==> src/rtl/segre_mem_stage.sv <==
// segre_mem_stage: memory pipeline stage with a data-memory request FSM and WB register.
package segre_pkg;
  localparam int WORD_SIZE = 32;
  localparam int ADDR_SIZE = 32;
  localparam int REG_SIZE  = 5;
  typedef enum logic [1:0] {BYTE, HALF, WORD} memop_data_type_e;
endpackage

module segre_mem_stage
  import segre_pkg::*;
(
  input  logic                 clk_i,
  input  logic                 rsn_i,
  input  logic [WORD_SIZE-1:0] alu_res_i,
  input  logic                 rf_we_i,
  input  logic [REG_SIZE-1:0]  rf_waddr_i,
  input  logic [WORD_SIZE-1:0] rf_st_data_i,
  input  memop_data_type_e     memop_type_i,
  input  logic                 memop_rd_i,
  input  logic                 memop_wr_i,
  input  logic                 memop_sign_ext_i,
  input  logic                 valid_mem_i,
  output logic                 dmem_req_o,
  output logic                 dmem_we_o,
  output logic [ADDR_SIZE-1:0] dmem_addr_o,
  output logic [3:0]           dmem_be_o,
  output logic [WORD_SIZE-1:0] dmem_wdata_o,
  input  logic                 dmem_gnt_i,
  input  logic                 dmem_rvalid_i,
  input  logic [WORD_SIZE-1:0] dmem_rdata_i,
  output logic                 rf_we_o,
  output logic [REG_SIZE-1:0]  rf_waddr_o,
  output logic [WORD_SIZE-1:0] rf_wdata_o,
  output logic                 valid_wb_o,
  input  logic                 block_mem_i,
  input  logic                 inject_nops_i,
  output logic                 mem_busy_o,
  output logic                 misaligned_o
);
  typedef enum logic [1:0] {IDLE, REQ, WAIT} state_e;
  state_e state, state_nx;
  logic [WORD_SIZE-1:0] alu_q, st_q, shifted, ld_data;
  logic [REG_SIZE-1:0] waddr_q;
  memop_data_type_e type_q;
  logic we_q, rd_q, wr_q, sext_q, valid_q;
  logic mem_op, mis, issue, gnt_done, complete, inject, capture;
  logic [1:0] off;
  always_comb begin
    off = alu_q[1:0];
    mem_op = valid_q && (rd_q || wr_q);
    mis = mem_op && ((type_q == HALF && off[0]) || (type_q == WORD && off != 2'b00));
    issue = state == IDLE && mem_op && !mis && !block_mem_i;
    dmem_req_o = issue || state == REQ;
    gnt_done = dmem_req_o && dmem_gnt_i;
    // loads finish on rvalid, stores on gnt, ALU and misaligned ops immediately
    complete = state == WAIT ? dmem_rvalid_i :
               gnt_done ? wr_q : (state == IDLE && valid_q && (!mem_op || mis));
    mem_busy_o = mem_op && !complete;
    misaligned_o = mis;
    state_nx = state == WAIT ? (dmem_rvalid_i ? IDLE : WAIT) :
               gnt_done ? (wr_q ? IDLE : WAIT) : (dmem_req_o ? REQ : IDLE);
    dmem_addr_o = {alu_q[ADDR_SIZE-1:2], 2'b00};
    dmem_we_o = wr_q;
    dmem_be_o = !mem_op ? 4'b0000 :
                type_q == BYTE ? 4'b0001 << off :
                type_q == HALF ? (off[1] ? 4'b1100 : 4'b0011) : 4'b1111;
    dmem_wdata_o = type_q == BYTE ? {4{st_q[7:0]}} :
                   type_q == HALF ? {2{st_q[15:0]}} : st_q;
    shifted = dmem_rdata_i >> {off, 3'b000};
    ld_data = type_q == BYTE ? {{24{sext_q && shifted[7]}}, shifted[7:0]} :
              type_q == HALF ? {{16{sext_q && shifted[15]}}, shifted[15:0]} : shifted;
    // a bubble may only replace an op whose access has not been issued
    inject = inject_nops_i && state == IDLE && !dmem_req_o;
    capture = !mem_busy_o && !block_mem_i;
  end
  always_ff @(posedge clk_i) begin
    if (!rsn_i) begin
      state <= IDLE;
      {valid_q, we_q, rd_q, wr_q, sext_q} <= '0;
      alu_q <= '0;
      st_q <= '0;
      waddr_q <= '0;
      type_q <= BYTE;
      valid_wb_o <= 1'b0;
      rf_we_o <= 1'b0;
      rf_waddr_o <= '0;
      rf_wdata_o <= '0;
    end else begin
      state <= state_nx;
      if (inject || (!capture && complete)) begin
        {valid_q, we_q, rd_q, wr_q} <= '0;
      end else if (capture) begin
        valid_q <= valid_mem_i;
        we_q <= rf_we_i;
        rd_q <= memop_rd_i;
        wr_q <= memop_wr_i;
        sext_q <= memop_sign_ext_i;
        alu_q <= alu_res_i;
        st_q <= rf_st_data_i;
        waddr_q <= rf_waddr_i;
        type_q <= memop_type_i;
      end
      valid_wb_o <= complete;
      rf_we_o <= complete && we_q && !wr_q && !mis;
      if (complete) begin
        rf_waddr_o <= waddr_q;
        rf_wdata_o <= (rd_q && !wr_q) ? ld_data : alu_q;
      end
    end
  end
endmodule

==> config.mk <==
export PLATFORM = sky130hd
export DESIGN_NAME = segre_mem_stage
export DESIGN_NICKNAME = d
export VERILOG_FILES = /design/src/rtl/segre_mem_stage.sv
export SDC_FILE = /design/constraint.sdc
export NUM_CORES = 1
export LEC_CHECK = 0
export ABC_CLOCK_PERIOD_IN_PS = 2380
export BUFFER_PORTS_ARGS = -buffer_cell sky130_fd_sc_hd__buf_2
export CAP_MARGIN = 10
export CORE_MARGIN = 3
export CORE_UTILIZATION = 40
export CTS_CLUSTER_DIAMETER = 50
export DETAILED_ROUTE_END_ITERATION = 8
export MAX_ROUTING_LAYER = met4
export PLACE_DENSITY = 0.7
export SYNTH_ARGS = -nofsm -noshare
export SYNTH_HDL_FRONTEND = slang
export SYNTH_SLANG_ARGS = --single-unit
==> constraint.sdc <==
create_clock -name clk_i -period 2.38 [get_ports clk_i]
set_input_delay 0.119 -clock clk_i [delete_from_list [all_inputs] [get_ports clk_i]]
set_output_delay 0.119 -clock clk_i [all_outputs]
set_load 0.01 [all_outputs]
==> metrics <==
Setup Fix Bufs, Post-CTS 0; worst path cell trace nand2b_1 -> o221ai_4 -> mux2_4 -> buf_4 -> nor2_1 -> buf_2; Switching Share 0.2544; initial core utilization 0.4115; # DRC 0; Util after Layout 0.5655; Crit path buffers/inverters 2; CP arrival 2170 ps; Rows 45; Mapped Cells 715; fillcell total 1376; multiplexer area fraction after synthesis 0.2073; worst hold path type input pin to flop; worst vdd ir 0.4872 mV; Cell Area, Synth 6279 um^2; Post-synth ARST share 0; CTS Buf Count 17; DP HPWL 14360 um; Comb pwr share 0.160; relative slew slack 0.5197; routed vias 5987; core area 15260 um^2; Tcrit/Tclk final 0.9598; Simple-Gate Fraction of Synth Area 0.1654; Warnings, synthesis 0; CTS Buffer Depth 2; DR top layer met4; CTS Sinks 117; # placed instances 1079; status completed; Max Clock Freq 437.8 MHz; Crit-path slowest cell dfxtp_1; final worst path period need 2284 ps; CTS HTree Levels 4; Synth Area in XOR/XNOR 0; CTS root buf clkbuf_16; net switching power 1.468 mW; Area growth syn-to-layout 37.43%; crit path kind flop to output pin; Post-Route WL 20690 um; Yosys reg bits 117; routed wl met3 1654 um; routed length on met2 9835 um; number of synthesized flops with an enable pin 0; layout cell share with drive strength beyond 1 0.3163; final setup violation count 0; largest net degree at the start of global routing 85; antenna viol nets, final 0; Sequential Power Share 0.372; Pleak 3.918 nW; M1 WL 8680 um; Primary FF master, synth dfxtp_1; CP Launch Type flop; Slew Limit Fails 0; global-route usage over all layers 0.2423; RePlAce Congestion 0.9689; Worst setup EP type output pin; Design Area, Final 8628 um^2; clk_lat worst skew 410 ps; DRT iter0 DRCs 408; TritonCTS clock tree yes; main combinational cell family by area after synthesis multiplexers; CP top delay family flip-flops; Crit Path Max Fanout 8; placed inst area 7219 um^2; Layout Nets 1078; I/O pin cnt 225; Synth Area in Compound Gates 0.1427; initial antenna violation count 2; Max Cap Violations 0; DIE AREA 17240 um^2; Post-Syn Area per Cell 8.781 um^2; via/cell ratio 5.031; PnR Total Power 5.770 mW; die width 131.3 um; vias in the first global route 6003; Adder-Cell Fraction of Synth Area 0; first-pass GRT wire length 32490 um; gr ovfl total 0; Fin. Hold Viols 0; PwrDens 668.8 nW/um^2; Avg WL per Cell 17.39 um; register clock-pin slew on the reported worst setup and hold paths 50 ps; post-synthesis sequential area ratio 0.3731; Finished Layout Cells 1190; Worst Skew 7.167 ps; Final TNS setup 0 ps; Vert. Die Dim 131.3 um; RSZ-0062 raised after global routing no; CP peak stage delay 480 ps; cell-internal power 4.302 mW; Yosys cell types 52; Clock power frac 0.468; port bufs 222; Slew @ Worst Pin 713.0 ps; Required @ worst endpoint 2260 ps; router iterations before antenna repair 5
==> cell usage in the layout, fill, tap and decap left out, types with 6 or more instances in the layout <==
| cell type | instances |
|---|---|
| o211ai_1 | 6 |
| buf_2 | 221 |
| o21ai_0 | 36 |
| a21oi_1 | 23 |
| o2bb2ai_1 | 9 |
| a22oi_1 | 7 |
| o211a_1 | 8 |
| nand2b_1 | 14 |
| dfxtp_1 | 116 |
| nor2b_1 | 8 |
| mux2_2 | 21 |
| o21ai_1 | 8 |
| nand2_1 | 188 |
| nand3_1 | 10 |
| mux2i_1 | 103 |
| nor2_1 | 11 |
| a32o_1 | 8 |
| clkbuf_16 | 17 |
| buf_4 | 22 |
| dlygate4sd3_1 | 77 |
==> sequential cells by signal (all words and copies together) (netlist names) <==
register	count
alu_q	32
rf_wdata_o	32
st_q	32
rf_waddr_o	5
waddr_q	5
state	2
type_q	2
dmem_we_o	1
rd_q	1
rf_we_o	1
sext_q	1
valid_q	1
valid_wb_o	1
we_q	1
==> per-layer routing <==
layer	GRT usage	up-vias
li1	-	2930
met1	0.2869	2746
met2	0.3992	274
met3	0.06930	37
met4	0.07876	0
met5	-	-
==> cells in the mapped netlist (all sizes together), types with 2 or more instances <==
| cell | n | area [um^2] |
|---|---|---|
| nand2 | 189 | 711.9 |
| dfxtp | 117 | 2342 |
| mux2i | 103 | 1031 |
| buf | 64 | 560.5 |
| o21ai | 45 | 229.0 |
| clkbuf | 31 | 117.6 |
| a21oi | 24 | 131.4 |
| mux2 | 22 | 247.7 |
| nand2b | 14 | 87.58 |
| nor2 | 11 | 41.29 |
| nand3 | 10 | 50.05 |
| o2bb2ai | 9 | 78.83 |
| a32o | 8 | 80.08 |
| nor2b | 8 | 50.05 |
| o211a | 8 | 80.08 |
| a22oi | 7 | 52.55 |
| o211ai | 6 | 45.04 |
| inv | 5 | 18.76 |
| o22ai | 4 | 25.02 |
| o21a | 3 | 22.52 |
| nand3b | 2 | 15.01 |
| nor3b | 2 | 15.01 |
| o21bai | 2 | 15.01 |
| o311ai | 2 | 17.52 |
| o31ai | 2 | 15.01 |
==> power by group through the flow <==
stage / clock network [mW] / registers, mW / logic [mW]
after floorplan: 0 / 2.16 / 0.568
after global placement: 0 / 2.18 / 0.804
after detailed placement: 0 / 2.18 / 0.811
after CTS: 2.74 / 2.14 / 0.915
after global routing: 2.82 / 2.16 / 1.00
final: 2.70 / 2.15 / 0.925
==> cell type report <==
class	instances	area [um^2]	share of cell area
diodes	2	5.005	0.0005800
repair buffers	324	2122	0.2459
flip-flops and latches	117	2344	0.2716
multi-input cells	499	3258	0.3776
well taps	211	264.0	0.03060
inverters	5	18.77	0.002175
clock inverters	10	152.6	0.01769
clock buffers	22	464.2	0.05380
==> tightest hold or removal path, delay by kind of cell <==
family	cells	cell delay, ps
compound gates	2	160
buf+inv	1	130
simple gates	1	60
==> through the flow <==
step | hold WS [ps] | worst slack (ps)
finish | 100.6 | 95.79
detailed placement | 338.0 | 172.9
CTS | 71.67 | 34.17
global route | 102.8 | 5.035
global placement | 342.1 | 243.5
floorplan | 195.1 | 484.7
==> path summary, 6_finish.rpt <==
check	start	end	slack [ps]	cells after the start
hold reg to reg	rf_wdata_o[25]	rf_wdata_o[25]	450	2
setup reg to reg	type_q[1]	alu_q[8]	200	6
hold / removal	dmem_rdata_i[26]	rf_wdata_o[26]	100	4
setup / recovery	type_q[1]	mem_busy_o	100	6
==> logic make-up (layout without fill, tap and decap cells) <==
group	Yosys count	in the layout
AND/OR/NAND/NOR	243	243
AO/OA/AOI/OAI	128	128
multiplexers	126	126
flip-flops	117	117
buffers and inverters	100	361
other	1	4
==> timing repair <==
action,in CTS,in global routing
setup endpoints to repair,1,2
hold endpoints to repair,77,0
hold buffers,77,0
gates resized for setup,2,1
Note: power is estimated with default switching activity, not from simulation.
